[src/rtl/core_memory_arbiter_pkg.sv]
// Shared types and constants for the fetch/data memory arbiter.
package core_memory_arbiter_pkg;

   typedef enum logic {
      SRC_INST = 1'b0,
      SRC_DATA = 1'b1
   } src_t;

   localparam logic [1:0] ORDER_BYTE = 2'b00;
   localparam logic [1:0] ORDER_HALF = 2'b01;
   localparam logic [1:0] ORDER_WORD = 2'b10;
   localparam logic [3:0] MASK_WORD  = 4'hF;

   typedef struct packed {
      logic [1:0]  order;
      logic [3:0]  mask;
      logic        rw;
      logic [31:0] addr;
      logic [13:0] tid;
      logic [1:0]  mmumod;
      logic [2:0]  ps;
      logic [31:0] pdt;
      logic [31:0] data;
   } mem_req_t;

endpackage

[src/rtl/core_memory_arbiter_tag_fifo.sv]
// 1-bit tag FIFO with occupancy count; pushes when full and pops when empty are ignored.
// Zero-latency read of the head entry; no internal backpressure beyond the full/empty guards.
module core_memory_arbiter_tag_fifo #(
   parameter int P_DEPTH = 4
) (
   input  logic                       clk,
   input  logic                       rst,
   input  logic                       push,
   input  logic                       din,
   input  logic                       pop,
   output logic                       dout,
   output logic                       empty,
   output logic [$clog2(P_DEPTH):0]   count
);

   localparam int AW = $clog2(P_DEPTH);
   localparam int CW = AW + 1;

   logic [P_DEPTH-1:0] mem_q;
   logic [AW-1:0]      wr_ptr;
   logic [AW-1:0]      rd_ptr;
   logic               full;
   logic               do_push;
   logic               do_pop;

   assign full    = (count == CW'(P_DEPTH));
   assign empty   = (count == '0);
   assign do_push = push && !full;
   assign do_pop  = pop && !empty;
   assign dout    = mem_q[rd_ptr];

   // Depth is a power of two, so the pointers wrap naturally.
   always_ff @(posedge clk or posedge rst) begin
      if (rst) begin
         mem_q  <= '0;
         wr_ptr <= '0;
         rd_ptr <= '0;
         count  <= '0;
      end else begin
         if (do_push) begin
            mem_q[wr_ptr] <= din;
            wr_ptr        <= wr_ptr + 1'b1;
         end
         if (do_pop) begin
            rd_ptr <= rd_ptr + 1'b1;
         end
         case ({do_push, do_pop})
            2'b10:   count <= count + 1'b1;
            2'b01:   count <= count - 1'b1;
            default: count <= count;
         endcase
      end
   end

endmodule

[src/rtl/core_memory_arbiter.sv]
// Shares one memory bus between fetch and data ports; 1-cycle registered request stage, 0-cycle tagged response routing.
// Ports lock when the stage is held, arbitration is lost or reads exceed credit; MIST1032_MEMARB_ROUNDROBIN_EN selects round-robin over DATA priority.
module core_memory_arbiter
   import core_memory_arbiter_pkg::*;
#(
   parameter int P_OUTSTANDING = 4
) (
   input  logic        iCLOCK,
   input  logic        iRESET,
   input  logic        iINST_REQ,
   output logic        oINST_LOCK,
   input  logic [31:0] iINST_ADDR,
   input  logic [13:0] iINST_TID,
   input  logic [1:0]  iINST_MMUMOD,
   input  logic [2:0]  iINST_PS,
   input  logic [31:0] iINST_PDT,
   output logic        oINST_VALID,
   input  logic        iINST_BUSY,
   output logic [63:0] oINST_DATA,
   output logic [23:0] oINST_MMU_FLAGS,
   input  logic        iDATA_REQ,
   output logic        oDATA_LOCK,
   input  logic [1:0]  iDATA_ORDER,
   input  logic [3:0]  iDATA_MASK,
   input  logic        iDATA_RW,
   input  logic [31:0] iDATA_ADDR,
   input  logic [13:0] iDATA_TID,
   input  logic [1:0]  iDATA_MMUMOD,
   input  logic [2:0]  iDATA_PS,
   input  logic [31:0] iDATA_PDT,
   input  logic [31:0] iDATA_DATA,
   output logic        oDATA_VALID,
   output logic [63:0] oDATA_DATA,
   output logic [23:0] oDATA_MMU_FLAGS,
   output logic        oMEM_REQ,
   input  logic        iMEM_LOCK,
   output logic [1:0]  oMEM_ORDER,
   output logic [3:0]  oMEM_MASK,
   output logic        oMEM_RW,
   output logic [31:0] oMEM_ADDR,
   output logic [13:0] oMEM_TID,
   output logic [31:0] oMEM_PDT,
   output logic [1:0]  oMEM_MMUMOD,
   output logic [2:0]  oMEM_PS,
   output logic [31:0] oMEM_DATA,
   input  logic        iMEM_VALID,
   output logic        oMEM_BUSY,
   input  logic [63:0] iMEM_DATA,
   input  logic [23:0] iMEM_MMU_FLAGS,
   output logic        oPROTOCOL_ERR
);

   localparam int CW = $clog2(P_OUTSTANDING) + 1;
   localparam logic [CW-1:0] MAX_INFLIGHT = CW'(P_OUTSTANDING);

   logic          mem_req_q;
   mem_req_t      stage_q;
   mem_req_t      inst_fields;
   mem_req_t      data_fields;
   logic [CW-1:0] inflight;
   logic          tag_head;
   logic          tag_empty;
   logic          tag_push;
   logic          tag_pop;
   logic          tag_din;
   logic          inst_head;
   logic          data_head;
   logic          stage_free;
   logic          credit_ok;
   logic          inst_gnt;
   logic          data_gnt;
   logic          inst_acc;
   logic          data_acc;
   logic          proto_err_q;

   assign stage_free = !mem_req_q || !iMEM_LOCK;
   // Count-based only: a response popping this cycle does not free a credit until next cycle.
   assign credit_ok  = (inflight < MAX_INFLIGHT);

`ifdef MIST1032_MEMARB_ROUNDROBIN_EN
   src_t rr_ptr;

   assign inst_gnt = !iDATA_REQ || (iINST_REQ && rr_ptr == SRC_INST);
   assign data_gnt = !iINST_REQ || (iDATA_REQ && rr_ptr == SRC_DATA);

   always_ff @(posedge iCLOCK or posedge iRESET) begin
      if (iRESET) begin
         rr_ptr <= SRC_INST;
      end else if (iINST_REQ && iDATA_REQ && (inst_acc || data_acc)) begin
         rr_ptr <= inst_acc ? SRC_DATA : SRC_INST;
      end
   end
`else
   assign inst_gnt = !iDATA_REQ;
   assign data_gnt = 1'b1;
`endif

   assign oINST_LOCK = iRESET || !(stage_free && inst_gnt && credit_ok);
   assign oDATA_LOCK = iRESET || !(stage_free && data_gnt && (!iDATA_RW || credit_ok));
   assign inst_acc   = iINST_REQ && !oINST_LOCK;
   assign data_acc   = iDATA_REQ && !oDATA_LOCK;

   assign inst_fields = '{order: ORDER_WORD, mask: MASK_WORD, rw: 1'b1, addr: iINST_ADDR,
                          tid: iINST_TID, mmumod: iINST_MMUMOD, ps: iINST_PS, pdt: iINST_PDT,
                          data: 32'h0};
   assign data_fields = '{order: iDATA_ORDER, mask: iDATA_MASK, rw: iDATA_RW, addr: iDATA_ADDR,
                          tid: iDATA_TID, mmumod: iDATA_MMUMOD, ps: iDATA_PS, pdt: iDATA_PDT,
                          data: iDATA_DATA};

   always_ff @(posedge iCLOCK or posedge iRESET) begin
      if (iRESET) begin
         mem_req_q <= 1'b0;
         stage_q   <= '0;
      end else if (inst_acc) begin
         mem_req_q <= 1'b1;
         stage_q   <= inst_fields;
      end else if (data_acc) begin
         mem_req_q <= 1'b1;
         stage_q   <= data_fields;
      end else if (!iMEM_LOCK) begin
         mem_req_q <= 1'b0;
      end
   end

   assign oMEM_REQ    = mem_req_q;
   assign oMEM_ORDER  = stage_q.order;
   assign oMEM_MASK   = stage_q.mask;
   assign oMEM_RW     = stage_q.rw;
   assign oMEM_ADDR   = stage_q.addr;
   assign oMEM_TID    = stage_q.tid;
   assign oMEM_PDT    = stage_q.pdt;
   assign oMEM_MMUMOD = stage_q.mmumod;
   assign oMEM_PS     = stage_q.ps;
   assign oMEM_DATA   = stage_q.data;

   // Only reads earn a tag; writes complete without a response.
   assign tag_push = inst_acc || (data_acc && iDATA_RW);
   assign tag_din  = data_acc;

   core_memory_arbiter_tag_fifo #(
      .P_DEPTH (P_OUTSTANDING)
   ) u_tag_fifo (
      .clk   (iCLOCK),
      .rst   (iRESET),
      .push  (tag_push),
      .din   (tag_din),
      .pop   (tag_pop),
      .dout  (tag_head),
      .empty (tag_empty),
      .count (inflight)
   );

   assign inst_head = !tag_empty && (src_t'(tag_head) == SRC_INST);
   assign data_head = !tag_empty && (src_t'(tag_head) == SRC_DATA);

   assign oINST_VALID     = iMEM_VALID && inst_head;
   assign oDATA_VALID     = iMEM_VALID && data_head;
   assign oINST_DATA      = iMEM_DATA;
   assign oDATA_DATA      = iMEM_DATA;
   assign oINST_MMU_FLAGS = iMEM_MMU_FLAGS;
   assign oDATA_MMU_FLAGS = iMEM_MMU_FLAGS;
   assign oMEM_BUSY       = iINST_BUSY && inst_head;
   assign tag_pop         = iMEM_VALID && !tag_empty && !oMEM_BUSY;

   always_ff @(posedge iCLOCK or posedge iRESET) begin
      if (iRESET) begin
         proto_err_q <= 1'b0;
      end else begin
         proto_err_q <= iMEM_VALID && tag_empty;
      end
   end

   assign oPROTOCOL_ERR = proto_err_q;

endmodule
[config.mk]
export PLATFORM = sky130hd
export DESIGN_NAME = core_memory_arbiter
export DESIGN_NICKNAME = d
export VERILOG_FILES = /design/src/rtl/core_memory_arbiter_pkg.sv /design/src/rtl/core_memory_arbiter_tag_fifo.sv /design/src/rtl/core_memory_arbiter.sv
export SDC_FILE = /design/constraint.sdc
export NUM_CORES = 1
export LEC_CHECK = 0
export ABC_AREA = 1
export CAP_MARGIN = 15
export CORE_AREA = 4 4 236 238
export CTS_BUF_LIST = sky130_fd_sc_hd__clkbuf_8
export DETAILED_ROUTE_END_ITERATION = 16
export DIE_AREA = 0 0 240 242
export GPL_ROUTABILITY_DRIVEN = 0
export SLEW_MARGIN = 20
export SYNTH_ARGS = -nofsm -noshare
export SYNTH_HDL_FRONTEND = slang
export SYNTH_SLANG_ARGS = --single-unit
[constraint.sdc]
create_clock -name iCLOCK -period 23.6 [get_ports iCLOCK]
set_input_delay 7.08 -clock iCLOCK [delete_from_list [all_inputs] [get_ports iCLOCK]]
set_output_delay 7.08 -clock iCLOCK [all_outputs]
set_load 0.05 [all_outputs]
==> impl_metrics.yaml <==
synth:
  ys.warnings.count: 0
  synthArstFlopShare_pct: 100
  ys_ff_latch: 135
  ys_types: 24
  ys_top_cells_by_area: "dfrtp_1 46%, buf_4 19%, nand2_1 18%, o211ai_1 3.8%, nand3_1 2.8%"
  syn_area_per_cell_um2: 8.10
  seq_area_frac_synth_pct: 45.7
  synthFlopType: "dfrtp_1"
  netlist_area_mm2: 0.00740
  synth_cells: 913
  synth-edff-count: 0
  synth_top_area_share_pct: 45.7
  synth_area_leader_cell: "dfrtp_1"
  syn_nets: 1219
cells_and_area:
  fillCellCount: 5984
  fin_cells: 1773
  drive_gt1_share_pct: 4.28
  regArea_mm2: 0.00338
  multi_input_area_mm2: 0.00228
  syn2layout_area_growth_pct: 44.3
  nNetsFinal: 1369
  post-route-util_pct: 19.9
drt:
  first_iter_violations: 183
  antenna_left: 0
  met1_length_um: 9990
  drt_wl_total_um: 27400
  avgViaCountPerCell: 3.50
  wl_met2_um: 12600
  num_vias: 6213
  routedWlPerCell_um: 15.5
  firstDrtPassIters: 4
  top_layer: "met4"
  drc_errors: 0
  wl_met3_um: 3060
worst_setup_path:
  critPathSlowestCell: "clkdlybuf4s50_1"
  crit_path_start_kind: "input port"
  cp.arrival_ns: 8.81
  path_class: "input port to output port"
  crit_chain: "clkdlybuf4s50_1 -> inv_1 -> nor2_1 -> inv_1 -> a21oi_1 -> clkdlybuf4s50_1"
  setup.worst_path.start: "iMEM_VALID"
  r2r_start: "u_tag_fifo.count[2]"
  endpoint_kind: "output port"
  max_stage_delay_ns: 0.81
  cp_max_fo: 4
  critPathRequiredTime_ns: 16.52
cts:
  cts_hold_buf: 0
  cts_buffers: 17
  post_cts_buffers: 0
  h-tree-depth: 4
  insertion_delay_ns: 0.52
  clockBufferDepth: 2
  path_clk_slew_ns: 0.09
  clock-root-buffer: "clkbuf_8"
  clock-sinks: 135
  cts.repair.resized: 0
  cts_tree: "yes"
floorplanning:
  die_x_um: 240
  io_pins: 605
  die_y_um: 242
  die_area_mm2: 0.0581
  rows: 85
  start_util_pct: 13.8
  design.core.area_mm2: 0.0536
pwr:
  vdd_ir_drop_max_v: 0.0000837
  p_comb_share_pct: 54.0
  internal-power_mw: 0.702
  power_mw: 1.37
  p_leak_nw: 4.80
  pwr_density_cell_mw_per_mm2: 128
  clockPowerShare_pct: 17.4
  power_frac_seq_pct: 28.7
  p_sw_mw: 0.663
  sw_frac_of_total_pct: 48.6
placed_design:
  hpwl_um: 20300
  dp_cells: 1740
  io_buffers: 340
hold_path:
  worstHoldPathType: "flop to flop"
  worstHoldStart: "oMEM_DATA[26]"
sta:
  min_period_ns: 15.89
  fmax_ghz: 0.0629
  tns_ns: 0
  setup_viol: 0
  slew_violations: 0
  period_share_pct: 67.3
  rsz0062_at_grt: "no"
  finalHoldViolations: 0
  tightestPinTransition_ns: 1.08
  finalClockSkew_ns: 0.0127
  slew-limit-headroom_pct: 28.2
grt:
  gr-total-overflow: 0
  grt_use_total_pct: 9.31
  grt_pass1_vias: 6615
  grt_max_degree: 93
  grt_pass1_wl_um: 39800
  antenna_found_initial: 1
run:
  maxCapViolCount: 0
status:
  status: "finished clean"
[per-layer routing]
layer	GRT usage (%)	up-vias
met5	0	-
met4	6.86	0
met3	4.57	94
met2	15.1	367
met1	9.18	2783
li1	-	2969
[layout by cell type, fill, tap and decap left out, drive strengths merged]
master and instances:
a21oi 19, buf 7, bufinv 5, clkbuf 20, clkdlybuf4s50 340, clkinv 4, clkinvlp 1, dfrtp 135
diode 1, fa 1, ha 5, inv 58, nand2 349, nand3 42, nand4 2, nor2 22
nor3 1, nor4 1, o211ai 37, o21ai 19, o22a 5, xnor2 2, xor2 1
[synth_stat cells, types with 2 or more instances]
| master | number |
|---|---|
| buf_6 | 2 |
| o21ai_0 | 19 |
| nor2_1 | 21 |
| nand4_2 | 2 |
| inv_2 | 3 |
| o211ai_1 | 37 |
| nand2_1 | 348 |
| xnor2_1 | 2 |
| ha_1 | 5 |
| o22a_1 | 5 |
| a21oi_1 | 19 |
| nand3_1 | 42 |
| clkbuf_1 | 6 |
| buf_2 | 23 |
| dfrtp_1 | 135 |
| inv_1 | 53 |
| buf_4 | 184 |
[per-stage QoR]
| stage | setup slack, ns | hold slack [ns] | instance area (um^2) |
|---|---|---|---|
| 2_1_floorplan | 5.90 | 0.442 | 7400 |
| 3_3_place_gp | 7.68 | 0.454 | 10200 |
| 3_5_place_dp | 7.68 | 0.462 | 10200 |
| 4_1_cts | 7.67 | 0.484 | 10700 |
| 5_1_grt | 7.61 | 0.503 | 10700 |
| 6_report | 7.71 | 0.477 | 10700 |
[path summary, 6_finish.rpt]
check / endpoint / slack (ns) / depth (start not counted)
max: oINST_VALID / 7.71 / 6
min: oMEM_DATA[26] / 0.48 / 2
max reg2reg: oMEM_PDT[13] / 20.91 / 6
min reg2reg: oMEM_DATA[26] / 0.48 / 2
max in group asynchronous: oMEM_DATA[0] / 15.52 / 4
min in group asynchronous: oMEM_PDT[29] / 6.89 / 2
[final cells by class]
class / instances / area share, %
clock inverter: 12 / 1.85
tap: 696 / 8.16
multi-input combinational: 506 / 21.3
sequential: 135 / 31.6
inverter: 56 / 2.04
antenna: 1 / 0.0234
clock buffer: 20 / 2.58
timing repair buffer: 347 / 32.4
[logic make-up (layout without fill, tap and decap cells)]
logic type | count (synthesis) | in the layout | share of synthesized area, %
flops | 135 | 135 | 45.7
other cells | 0 | 1 | 0
simple gates | 417 | 417 | 22.2
fa+ha+maj | 6 | 6 | 1.12
xor+xnor | 3 | 3 | 0.355
buf+inv | 272 | 435 | 23.7
compound gates | 80 | 80 | 6.92
[worst max-delay path: cells and delay by family]
kind,cells,cell delay [ns]
compound gates,1,0.12
buf+inv,4,1.40
simple gates,1,0.21
[power groups by stage]
stage          combinational [mW]  clock (mW)  sequential, mW
3_3_place_gp                0.747           0           0.392
4_1_cts                     0.752       0.257           0.394
5_1_grt                     0.783       0.263           0.406
2_1_floorplan               0.229           0           0.698
3_5_place_dp                0.750           0           0.395
6_report                    0.737       0.237           0.392
[flip-flops by register name, summed over array words and instances, names as in the netlist]
register           cells
oPROTOCOL_ERR          1
oMEM_REQ               1
oMEM_ORDER             2
oMEM_PDT              32
u_tag_fifo.mem_q       4
oMEM_RW                1
oMEM_MASK              4
oMEM_DATA             32
u_tag_fifo.count       3
u_tag_fifo.rd_ptr      2
u_tag_fifo.wr_ptr      2
oMEM_MMUMOD            2
oMEM_ADDR             32
oMEM_PS                3
oMEM_TID              14
Power figures use the tool's default switching activity.
